### src/rtl/muldiv_unit.sv
// Iterative RV32M multiply/divide unit: shift-add multiply and restoring divide, one bit per cycle.
// Define MULDIV_FAST_MUL_EN to compute multiplies combinationally and skip the iterative phase.
module muldiv_unit #(
    parameter int XLEN = 32
) (
    input  logic            clk,
    input  logic            nRst,
    input  logic            start,
    input  logic [2:0]      op,
    input  logic [XLEN-1:0] inputA,
    input  logic [XLEN-1:0] inputB,
    input  logic            flush,
    output logic            busy,
    output logic            done,
    output logic [XLEN-1:0] result
);
    typedef enum logic [1:0] {IDLE, CALC, FIX, DONE} state_t;

    localparam logic [XLEN-1:0] MIN_NEG = {1'b1, {(XLEN-1){1'b0}}};

    state_t          state_reg, state_next;
    logic [2:0]      op_reg;
    logic [4:0]      count_reg;
    logic [XLEN-1:0] a_reg, hi_reg, lo_reg, result_reg;
    logic            neg_q_reg, neg_r_reg, busy_reg, done_reg;

    logic            a_signed, b_signed, sign_a, sign_b, is_div, div_zero, div_ovf, skip_calc;
    logic [XLEN-1:0] mag_a, mag_b;
    logic [XLEN:0]   mul_sum, div_shift;
    logic            div_ge;
    logic [XLEN-1:0] div_sub, quot, rem, fix_result;
    logic [2*XLEN-1:0] product, prod_fix;

    // Operand decode at the start of an operation.
    always_comb begin
        a_signed = (op == 3'd1) || (op == 3'd2) || (op == 3'd4) || (op == 3'd6);
        b_signed = (op == 3'd1) || (op == 3'd4) || (op == 3'd6);
        sign_a   = a_signed & inputA[XLEN-1];
        sign_b   = b_signed & inputB[XLEN-1];
        mag_a    = sign_a ? -inputA : inputA;
        mag_b    = sign_b ? -inputB : inputB;
        is_div   = op[2];
        div_zero = is_div && (inputB == '0);
        div_ovf  = is_div && !op[0] && (inputA == MIN_NEG) && (inputB == '1);
`ifdef MULDIV_FAST_MUL_EN
        skip_calc = div_zero || div_ovf || !is_div;
`else
        skip_calc = div_zero || div_ovf;
`endif
    end

    // One iteration step; a_reg holds the multiplicand or the divisor magnitude.
    always_comb begin
        mul_sum   = {1'b0, hi_reg} + (lo_reg[0] ? {1'b0, a_reg} : '0);
        div_shift = {hi_reg, lo_reg[XLEN-1]};
        div_ge    = div_shift >= {1'b0, a_reg};
        div_sub   = div_shift[XLEN-1:0] - a_reg;
    end

    // Sign correction and hi/lo select; special cases arrive here pre-loaded with neg flags clear.
    always_comb begin
`ifdef MULDIV_FAST_MUL_EN
        product = op_reg[2] ? {hi_reg, lo_reg}
                            : {{XLEN{1'b0}}, a_reg} * {{XLEN{1'b0}}, lo_reg};
`else
        product = {hi_reg, lo_reg};
`endif
        prod_fix = neg_q_reg ? -product : product;
        quot     = neg_q_reg ? -lo_reg : lo_reg;
        rem      = neg_r_reg ? -hi_reg : hi_reg;
        if (op_reg[2])
            fix_result = op_reg[1] ? rem : quot;
        else if (op_reg[1:0] == 2'd0)
            fix_result = prod_fix[XLEN-1:0];
        else
            fix_result = prod_fix[2*XLEN-1:XLEN];
    end

    always_ff @(posedge clk) begin
        if (!nRst)
            state_reg <= IDLE;
        else
            state_reg <= state_next;
    end

    always_comb begin
        state_next = state_reg;
        case (state_reg)
            IDLE: if (start) state_next = skip_calc ? FIX : CALC;
            CALC: if (count_reg == 5'(XLEN-1)) state_next = FIX;
            FIX:  state_next = DONE;
            DONE: state_next = IDLE;
            default: state_next = IDLE;
        endcase
        if (flush)
            state_next = IDLE;
    end

    always_ff @(posedge clk) begin
        if (!nRst) begin
            op_reg    <= '0;
            count_reg <= '0;
            a_reg     <= '0;
            hi_reg    <= '0;
            lo_reg    <= '0;
            neg_q_reg <= 1'b0;
            neg_r_reg <= 1'b0;
        end else begin
            case (state_reg)
                IDLE: if (start) begin
                    op_reg    <= op;
                    count_reg <= '0;
                    if (div_zero) begin
                        hi_reg    <= inputA;
                        lo_reg    <= '1;
                        neg_q_reg <= 1'b0;
                        neg_r_reg <= 1'b0;
                    end else if (div_ovf) begin
                        hi_reg    <= '0;
                        lo_reg    <= MIN_NEG;
                        neg_q_reg <= 1'b0;
                        neg_r_reg <= 1'b0;
                    end else if (!is_div) begin
                        a_reg     <= mag_a;
                        hi_reg    <= '0;
                        lo_reg    <= mag_b;
                        neg_q_reg <= sign_a ^ sign_b;
                        neg_r_reg <= 1'b0;
                    end else begin
                        a_reg     <= mag_b;
                        hi_reg    <= '0;
                        lo_reg    <= mag_a;
                        neg_q_reg <= sign_a ^ sign_b;
                        neg_r_reg <= sign_a;
                    end
                end
                CALC: begin
                    count_reg <= count_reg + 5'd1;
                    if (!op_reg[2]) begin
                        hi_reg <= mul_sum[XLEN:1];
                        lo_reg <= {mul_sum[0], lo_reg[XLEN-1:1]};
                    end else begin
                        hi_reg <= div_ge ? div_sub : div_shift[XLEN-1:0];
                        lo_reg <= {lo_reg[XLEN-2:0], div_ge};
                    end
                end
                default: ;
            endcase
        end
    end

    always_ff @(posedge clk) begin
        if (!nRst) begin
            busy_reg   <= 1'b0;
            done_reg   <= 1'b0;
            result_reg <= '0;
        end else begin
            busy_reg <= (state_next != IDLE);
            done_reg <= (state_next == DONE);
            if (state_reg == FIX && state_next == DONE)
                result_reg <= fix_result;
        end
    end

    assign busy   = busy_reg;
    assign done   = done_reg;
    assign result = result_reg;
endmodule
### config.mk
export PLATFORM = sky130hd
export DESIGN_NAME = muldiv_unit
export DESIGN_NICKNAME = d
export VERILOG_FILES = /design/src/rtl/muldiv_unit.sv
export SDC_FILE = /design/constraint.sdc
export NUM_CORES = 1
export LEC_CHECK = 0
export BUFFER_PORTS_ARGS = -buffer_cell sky130_fd_sc_hd__buf_2
export CAP_MARGIN = 20
export CORE_UTILIZATION = 60
export DETAILED_ROUTE_END_ITERATION = 6
export HOLD_SLACK_MARGIN = 0.02
export PLACE_DENSITY = 0.79
export SLEW_MARGIN = 5
export SYNTH_ARGS = -nofsm -noshare
export SYNTH_HDL_FRONTEND = slang
export SYNTH_SLANG_ARGS = --single-unit
### constraint.sdc
create_clock -name clk -period 6.1 [get_ports clk]
set_input_delay 0.915 -clock clk [delete_from_list [all_inputs] [get_ports clk]]
set_output_delay 0.915 -clock clk [all_outputs]
set_load 0.02 [all_outputs]
* Word-level counts from Yosys, hierarchy flattened
Cells that the tools add are included.
** Word-level totals
- Output and inout bits :: 34
- Bits in registers :: 142
- Latch bits :: 0
- Bits in read-only memories :: 0
- Logic and storage cells :: 90
- Memories kept :: 0
- Bits in writable memories :: 0
** Operators by class
- $add $sub $neg :: 8
- Divide/modulo/power cells :: 0
- Muxes and demuxes :: 33
- $lt $le $gt $ge :: 1
- Multipliers :: 0
- Reductions and logical operators :: 20
- Eq/ne operators :: 12
- Bitwise operators :: 5
- Shift operators :: 0
** Operators by type and width (count)
- 2-to-1 mux 32 bit :: 18
- negation 32 bit :: 4
- one-hot mux 32 bit (2 select lines) :: 2
- == test 32 bit (second input constant) :: 2
- 2-to-1 mux 64 bit :: 1
- negation 64 bit :: 1
- adder 32 x 32 -> 33 bit :: 1
- >= comparator 33 x 32 -> 1 bit :: 1
- logical NOT 32 bit :: 1
- subtractor 32 bit :: 1
- one-hot mux 5 bit (2 select lines) :: 1
- 2-to-1 mux 2 bit :: 4
- one-hot mux 2 bit (4 select lines) :: 1
- == test 2 bit (second input constant) :: 3
- == test 3 bit (second input constant) :: 2
- logical OR 1 bit :: 6
- adder 5 x 1 -> 5 bit (second input constant) :: 1
- == test 5 bit (second input constant) :: 1
- logical AND 1 bit :: 5
- 2-to-1 mux 1 bit :: 5
- 2-to-1 mux 5 bit :: 1
- logical NOT 2 bit :: 2
- AND reduction 2 bit :: 2
- AND reduction 4 bit :: 1
- 9 further kinds :: 12

* Logic depth before layout (Yosys ltp)
Gate-level depths: netlist (run 1).
- Depth in word-level cells :: 11
- Depth in mapped cells :: 14

* Least setup slack after synthesis (run 1)
No wires, ideal clock.
- Kind :: input -> register
- Start point :: input port inputA[14]
- End point :: register a_reg[0]
- Stages on the path :: 9
- Data arrival time :: 3.128 ns
- Slack :: 2.844 ns
- Path buffers :: 1
- Data required time :: 5.972 ns
- Cells stage by stage :: or4_1 > or4_1 > nor4_4 > nand3_1 > nand2_1 > nor2_2 > clkbuf_1 > o21ai_0 > nor2_1
** On the way
- Word-level cells in the longest chain between the ends :: 5
** RTL lines
- start: declaration :: RTL line 10 : input logic [XLEN-1:0] inputA,
- == test 32 bit :: RTL line 44 : div_ovf = is_div && !op[0] && (inputA == MIN_NEG) && (inputB == '1);
- logical AND 1 bit (2 in series) :: RTL line 44
- inverter 1 bit (no source line)
- AND reduction 4 bit (no source line)
- end signal: assignment :: RTL line 124 : a_reg <= mag_a;
- end signal: assignment :: RTL line 130 : a_reg <= mag_b;
- end: declaration :: RTL line 24 : logic [XLEN-1:0] a_reg, hi_reg, lo_reg, result_reg;
No other way between the ends.
A chain may end at the register's enable or synchronous reset.

* Worst setup path after layout (run 1)
- Start point :: register lo_reg[0]
- End point :: register hi_reg[24]
** On the way
- Word-level cells in the longest chain between the ends :: 4
** RTL lines
- start: declaration :: RTL line 24
- start signal: assignment :: RTL line 126 : lo_reg <= mag_b;
- start signal: assignment :: RTL line 132 : lo_reg <= mag_a;
- start signal: assignment :: RTL line 141 : lo_reg <= {mul_sum[0], lo_reg[XLEN-1:1]};
- 2-to-1 mux 32 bit :: RTL line 54 : mul_sum = {1'b0, hi_reg} + (lo_reg[0] ? {1'b0, a_reg} : '0);
- adder 32 x 32 -> 33 bit :: RTL line 54
- 2-to-1 mux 32 bit :: RTL line 139 : if (!op_reg[2]) begin
- one-hot mux 32 bit (2 select lines) :: RTL line 109 : case (state_reg)
- end signal: assignment :: RTL line 114 : hi_reg <= inputA;
- end signal: assignment :: RTL line 140 : hi_reg <= mul_sum[XLEN:1];
- end signal: assignment :: RTL line 143 : hi_reg <= div_ge ? div_sub : div_shift[XLEN-1:0];
- end: declaration :: RTL line 24
No other way between the ends.

==> qor.csv, run 1 <==
stage,metric,value,unit
drt,drt-total-wl,57.6,mm
clock_tree,ctsHoldBuffers,0,
drt,highest_layer,met4,
drt,vias_per_cell,6.83,
clock_tree,cts_tree,yes,
worst_setup_path,r2r_cells,12,
job,maxCapViolCount,0,
finish,final_cell_mix,"nand2_1, o21ai_0, a21oi_1, nor2_1, dfxtp_1",
synthesis,syn_inst,2098,
worst_setup_path,worst_ep_required_time,6.45,ns
floorplan,initial_core_util,62.0,%
worst_hold_path,hp-start,result[12]$_SDFFE_PN0P_,
finish,final_util,66.8,%
global_routing,grt_usage,45.7,%
synthesis,ys_types,84,
clock_tree,clkTransAtPathRegs,0.07,ns
timing,fmax,247,MHz
timing,tns,0,ns
timing,slew_headroom,16.3,%
clock_tree,cts_sinks,142,
global_routing,grt_max_degree,70,
synthesis,synth-edff-count,0,
floorplan,dieArea,25200,µm²
worst_setup_path,start_kind,flip-flop,
global_routing,antenna_found_initial,0,
clock_tree,ctsResizeCount,0,
synthesis,synth_fp_nets,2242,
floorplan,die_y,159,µm
timing,period_minus_slack,4.06,ns
worst_hold_path,hold_class,reg2reg,
drt,ant_nets,0,
placement,dp_hpwl,43.3,mm
finish,drive_gt1_share,10.1,%
synthesis,syn_avg_cell_area,7.01,µm²
worst_setup_path,arrival,4.40,ns
timing,finClkSkew,0.0192,ns
finish,diodes,0,
drt,met2_length,23.9,mm
timing,finalHoldViolCount,0,
drt,drt-pass1-iter-count,6,
floorplan,rows,56,
synthesis,synth_warnings,0,
synthesis,ys_seq_area_share,19.3,%
synthesis,ys_ff_latch,142,
timing,final_max_slew_viol_count,0,
clock_tree,post_cts_buffers,0,
worst_setup_path,rr_startpoint,lo_reg[0]$_SDFFE_PN0P_,
timing,period_share,66.5,%
power,p_leak,0.00642,µW
finish,layout_commonest_cell,nand2_1,
status,status,"finished, final reports clean",
worst_setup_path,worstReg2RegEnd,hi_reg[24]$_SDFFE_PN0P_,
global_routing,grt_pass1_wl,85.5,mm
timing,finalSetupViolCount,0,
worst_setup_path,crit_path_max_fanout,14,
clock_tree,clk_path_buf_depth,2,
clock_tree,root_buffer,clkbuf_16,
global_routing,grt_pass1_vias,14700,
timing,setup_ws,2.04,ns
drt,dr.first_iter.drc_count,2508,
power,power_density,211,nW/µm²
synthesis,synthArstFlopShare,0,%
floorplan,die_w,159,µm
clock_tree,clock_latency,0.45,ns
placement,place.gp.congestion,1.05,
global_routing,grt_overflow,0,
clock_tree,numCtsBuffers,17,
floorplan,core_area,23800,µm²
drt,drc,0,
drt,wirelength_met1,23.3,mm
finish,fin_nets,2239,
synthesis,synth_area,14700,µm²
drt,routedWlPerCell,23.7,µm
synthesis,ys.flop_type,dfxtp_1,
finish,num-fill-cells,2098,
placement,place_ws,1.90,ns
drt,via_count,16600,
clock_tree,htreeDepth,4,
timing,rsz0062_at_grt,false,
worst_setup_path,reg2reg_slack,2.04,ns
worst_hold_path,hold_path_depth,2,
finish,syn_to_final_growth,7.75,%
worst_hold_path,hold_end,result[12]$_SDFFE_PN0P_,
timing,worst_slew_pin_slew,1.25,ns
power,total_power,3340,µW
worst_setup_path,cp-end-kind,flip-flop,
floorplan,io-pin-count,105,
drt,met3WireLength,7.39,mm
power,ir_drop,0.149,mV
placement,io_buffers,104,
worst_setup_path,critPathKind,reg2reg,
==> layer usage <==
| layer | global-route usage [%] | vias to the layer above |
|---|---|---|
| li1 | - | 7623 |
| met1 | 60.4 | 7734 |
| met2 | 67.9 | 1053 |
| met3 | 11.6 | 166 |
| met4 | 24.0 | 0 |
| met5 | 0 | - |
==> final cells by class <==
cell class	instances	area, µm²	share of cell area [%]
multi-input cells	1737	11000	69.6
inverters	69	259	1.63
flip-flops and latches	142	2850	18.0
clock inverters	15	184	1.16
repair buffers	128	701	4.42
clock buffers	17	425	2.68
well taps	319	399	2.52
==> critical path, cell delays in order, from the launching register on <==
cell and delay [ns]:
dfxtp_1 0.46, clkinv_1 0.43, nor2_1 0.34, ha_1 0.29, a21oi_1 0.24, nor2_1 0.12, o31a_1 0.33, o21ai_0 0.32
o21ai_0 0.28, a31o_2 0.37, a31oi_1 0.19, mux2_2 0.35, o32ai_1 0.24
==> cells by family (layout without fill, tap and decap cells) <==
kind of cell    Yosys count  after routing  synth area share [%]
fa+ha+maj                73             73                  6.31
simple gates            714            714                  23.6
flops                   142            142                  19.3
xor+xnor                185            185                  11.0
mux                      52             52                  3.61
buf+inv                 219            229                  5.84
compound gates          713            713                  30.4
==> synth_stat cells (5+ instances only) <==
cell type	instances	area [µm²]
o31ai_1	25	188
dfxtp_1	142	2840
and4_1	7	61.3
nand3_1	34	170
a211oi_1	32	240
nor2_1	196	736
a21o_1	37	278
o21ai_0	200	1000
o21ai_1	9	45.0
nand3b_1	7	52.6
a21oi_1	200	1000
o211ai_1	46	345
buf_1	13	48.8
nand4_1	26	163
a22o_1	10	87.6
and2_1	9	56.3
nand2b_1	17	106
mux2_2	8	90.1
o21a_1	7	52.6
clkbuf_1	124	465
ha_1	71	888
nor2b_1	24	150
or2_2	6	37.5
nor4_1	21	131
a22oi_1	11	82.6
a31oi_1	31	194
xnor2_1	94	823
nand2_1	242	908
xor2_1	91	797
o41ai_1	13	114
inv_1	67	251
nor3_1	41	205
buf_2	8	40.0
or4_1	18	135
o221ai_1	5	43.8
and3_1	17	106
mux2i_1	43	430
or3_1	18	113
a221oi_1	15	131
o22ai_1	13	81.3
nor3b_1	7	52.6
o21bai_1	7	52.6
==> through the flow <==
| stage | instances | cell area (µm²) | hold WS, ns |
|---|---|---|---|
| finish | 2427 | 15900 | 0.451 |
| global route | 2427 | 15900 | 0.477 |
| CTS | 2427 | 15900 | 0.455 |
| detailed placement | 2395 | 15200 | 0.439 |
| global placement | 2394 | 15200 | 0.425 |
| floorplan | 2098 | 14700 | 0.432 |
==> worst max-delay path by stage <==
stage,start,to,cells past startpoint
floorplan,inputA[14],a_reg[0]$_SDFFE_PN0P_,9
global placement,inputA[14],a_reg[12]$_SDFFE_PN0P_,9
detailed placement,inputA[14],a_reg[12]$_SDFFE_PN0P_,9
CTS,lo_reg[0]$_SDFFE_PN0P_,hi_reg[24]$_SDFFE_PN0P_,12
global route,lo_reg[31]$_SDFFE_PN0P_,hi_reg[30]$_SDFFE_PN0P_,14
finish,lo_reg[0]$_SDFFE_PN0P_,hi_reg[24]$_SDFFE_PN0P_,12
==> power by group <==
part / switching (µW) / leakage [µW] / internal, µW
registers: 99.8 / 0.00116 / 977
clock network: 541 / 0.000298 / 559
logic: 768 / 0.00496 / 399
total: 1410 / 0.00642 / 1940
(Power assumes the default switching activity.)
==> inputs of run 2 (changes only) <==
==> constraint.sdc (replaced) <==
create_clock -name clk -period 3.95 [get_ports clk]
set_input_delay 0.5925 -clock clk [delete_from_list [all_inputs] [get_ports clk]]
set_output_delay 0.5925 -clock clk [all_outputs]
set_load 0.02 [all_outputs]
==> run 2 against run 1 <==
  * Worst setup slack got worse by 1.9 ns
  * Largest cell class unchanged
  * Power rose by 57%
  * Clock skew rose by 0.0018 ns
  * Sequential power rose by 52%
  * First-iteration DRC count fell by 10%
  * Die area did not move
==> qor.csv, run 2 (synthesized netlist as in run 1, its figures left out) <==
stage,metric,value,unit,change
clock_tree,clock_latency,0.46,ns,about the same
clock_tree,clkTransAtPathRegs,0.08,ns,about the same
worst_setup_path,arrival,4.14,ns,-0.26 ns
worst_setup_path,reg2reg_slack,0.19,ns,-1.86 ns
floorplan,core_area,23800,µm²,unchanged
drt,routedWlPerCell,23.6,µm,-0.80%
worst_hold_path,hold_class,reg2reg,,
timing,period_minus_slack,3.76,ns,-0.293 ns
timing,worst_slew_pin_slew,1.14,ns,-0.112 ns
finish,final_util,68.5,%,+1.7 points
timing,finalSetupViolCount,0,,unchanged
drt,via_count,16900,,+1.9%
floorplan,die_w,159,µm,unchanged
placement,io_buffers,104,,unchanged
drt,drt-pass1-iter-count,6,,unchanged
drt,drt-total-wl,58.3,mm,+1.2%
global_routing,grt_pass1_wl,88.0,mm,+2.9%
drt,drc,0,,unchanged
finish,drive_gt1_share,12.1,%,+2.0 points
timing,tns,0,ns,unchanged
worst_setup_path,cp-end-kind,flip-flop,,
global_routing,grt_overflow,0,,unchanged
global_routing,antenna_found_initial,1,,+1
floorplan,rows,56,,unchanged
finish,fin_nets,2286,,+2.1%
clock_tree,htreeDepth,4,,unchanged
timing,setup_ws,0.188,ns,-1.86 ns
timing,slew_headroom,23.8,%,+7.5 points
timing,finalHoldViolCount,0,,unchanged
worst_setup_path,r2r_cells,16,,+4
worst_setup_path,worstReg2RegEnd,hi_reg[28]$_SDFFE_PN0P_,,
clock_tree,ctsHoldBuffers,0,,unchanged
finish,final_cell_mix,"nand2_1, o21ai_0, a21oi_1, nor2_1, dfxtp_1",,
drt,dr.first_iter.drc_count,2257,,-10%
timing,fmax,266,MHz,+7.8%
finish,layout_commonest_cell,nand2_1,,
global_routing,grt_pass1_vias,15100,,+2.4%
timing,finClkSkew,0.0210,ns,+0.00185 ns
worst_setup_path,rr_startpoint,lo_reg[31]$_SDFFE_PN0P_,,
clock_tree,cts_tree,yes,,
worst_setup_path,critPathKind,reg2reg,,
power,power_density,323,nW/µm²,+53%
clock_tree,numCtsBuffers,17,,unchanged
clock_tree,root_buffer,clkbuf_16,,
floorplan,die_y,159,µm,unchanged
worst_setup_path,worst_ep_required_time,4.33,ns,-2.12 ns
placement,dp_hpwl,43.9,mm,+1.3%
floorplan,dieArea,25200,µm²,unchanged
placement,place_ws,0.152,ns,-1.75 ns
worst_hold_path,hold_end,result[12]$_SDFFE_PN0P_,,
worst_setup_path,start_kind,flip-flop,,
drt,ant_nets,0,,unchanged
global_routing,grt_usage,46.6,%,+0.90 points
status,status,"finished, final reports clean",,
placement,place.gp.congestion,1.08,,+3.2%
finish,syn_to_final_growth,10.5,%,
timing,period_share,95.2,%,+29 points
timing,final_max_slew_viol_count,0,,unchanged
power,ir_drop,0.232,mV,+56%
clock_tree,post_cts_buffers,0,,unchanged
job,maxCapViolCount,0,,unchanged
floorplan,initial_core_util,62.0,%,unchanged
global_routing,grt_max_degree,47,,-33%
worst_hold_path,hp-start,result[12]$_SDFFE_PN0P_,,
worst_setup_path,crit_path_max_fanout,6,,-8
drt,vias_per_cell,6.82,,about the same
timing,rsz0062_at_grt,false,,
power,p_leak,0.00667,µW,+3.9%
worst_hold_path,hold_path_depth,2,,unchanged
clock_tree,clk_path_buf_depth,2,,unchanged
clock_tree,cts_sinks,142,,unchanged
floorplan,io-pin-count,105,,unchanged
## run 2: changes by cell type in the layout (fill, tap and decap cells not counted), moves of 2 or more
cell,previous run,this run
buf_4,24,66
buf_12,0,4
inv_6,1,4
clkinv_4,3,1
clkinv_8,4,2
clkinvlp_4,0,2
inv_8,6,4
## run 2: metal layers
layer / share of wire, % / global-route usage (%) / vias up / wire, µm
met5: 0 / 0 / - / 0
met4: 6.5 / 27.7 / 0 / 3800
met3: 14 / 14.5 / 204 / 8140
met2: 40 / 66.2 / 1161 / 23200
met1: 40 / 61.2 / 7797 / 23100
li1: - / - / 7726 / -
## run 2: what timing repair did
action,in CTS,in global routing
resized for setup,0,2
endpoints found under the setup margin,0,1
endpoints found under the hold margin,0,0
## run 2: power by group
group          internal [µW]  switching, µW
Sequential              1510            126
Combinational            662           1240
Clock                    903            814
## run 2: stage by stage
stage	cells	cell area (µm²)	power (µW)	hold WS, ns
floorplan	2098	14700	2840	0.432
global placement	2440	15600	3430	0.422
detailed placement	2441	15700	3460	0.438
CTS	2473	16200	5130	0.449
global route	2474	16300	5420	0.469
finish	2475	16300	5250	0.446
## run 2: area by class of cell
cell class / count / area [µm²]
inverter: 69 / 259
clock buffer: 17 / 425
sequential: 142 / 2850
fill: 2123 / 7490
clock inverter: 15 / 171
multi-input combinational: 1737 / 11000
tap: 319 / 399
timing repair buffer: 175 / 1110
antenna: 1 / 2.50
## run 2: worst max-delay path, stage by stage (launching register included)
cell and delay, ns:
dfxtp_1 0.34, inv_1 0.20, ha_1 0.24, inv_1 0.06
fa_1 0.43, a211oi_1 0.24, o21bai_1 0.14, a211oi_1 0.28
buf_4 0.18, o21ai_0 0.19, a221oi_2 0.42, buf_4 0.21
nor3_1 0.05, nor4_1 0.27, buf_4 0.18, o21ai_0 0.11
nand3_1 0.17
## run 2: how the worst max path moves through the flow
stage | start | end | slack, ns | cells past startpoint
after floorplan | lo_reg[0]$_SDFFE_PN0P_ | hi_reg[24]$_SDFFE_PN0P_ | 0.74 | 12
after global placement | lo_reg[31]$_SDFFE_PN0P_ | hi_reg[30]$_SDFFE_PN0P_ | 0.14 | 14
after detailed placement | lo_reg[31]$_SDFFE_PN0P_ | hi_reg[30]$_SDFFE_PN0P_ | 0.15 | 14
after CTS | lo_reg[31]$_SDFFE_PN0P_ | hi_reg[30]$_SDFFE_PN0P_ | 0.08 | 14
after global routing | lo_reg[31]$_SDFFE_PN0P_ | hi_reg[28]$_SDFFE_PN0P_ | 0.005 | 16
final | lo_reg[31]$_SDFFE_PN0P_ | hi_reg[28]$_SDFFE_PN0P_ | 0.19 | 16
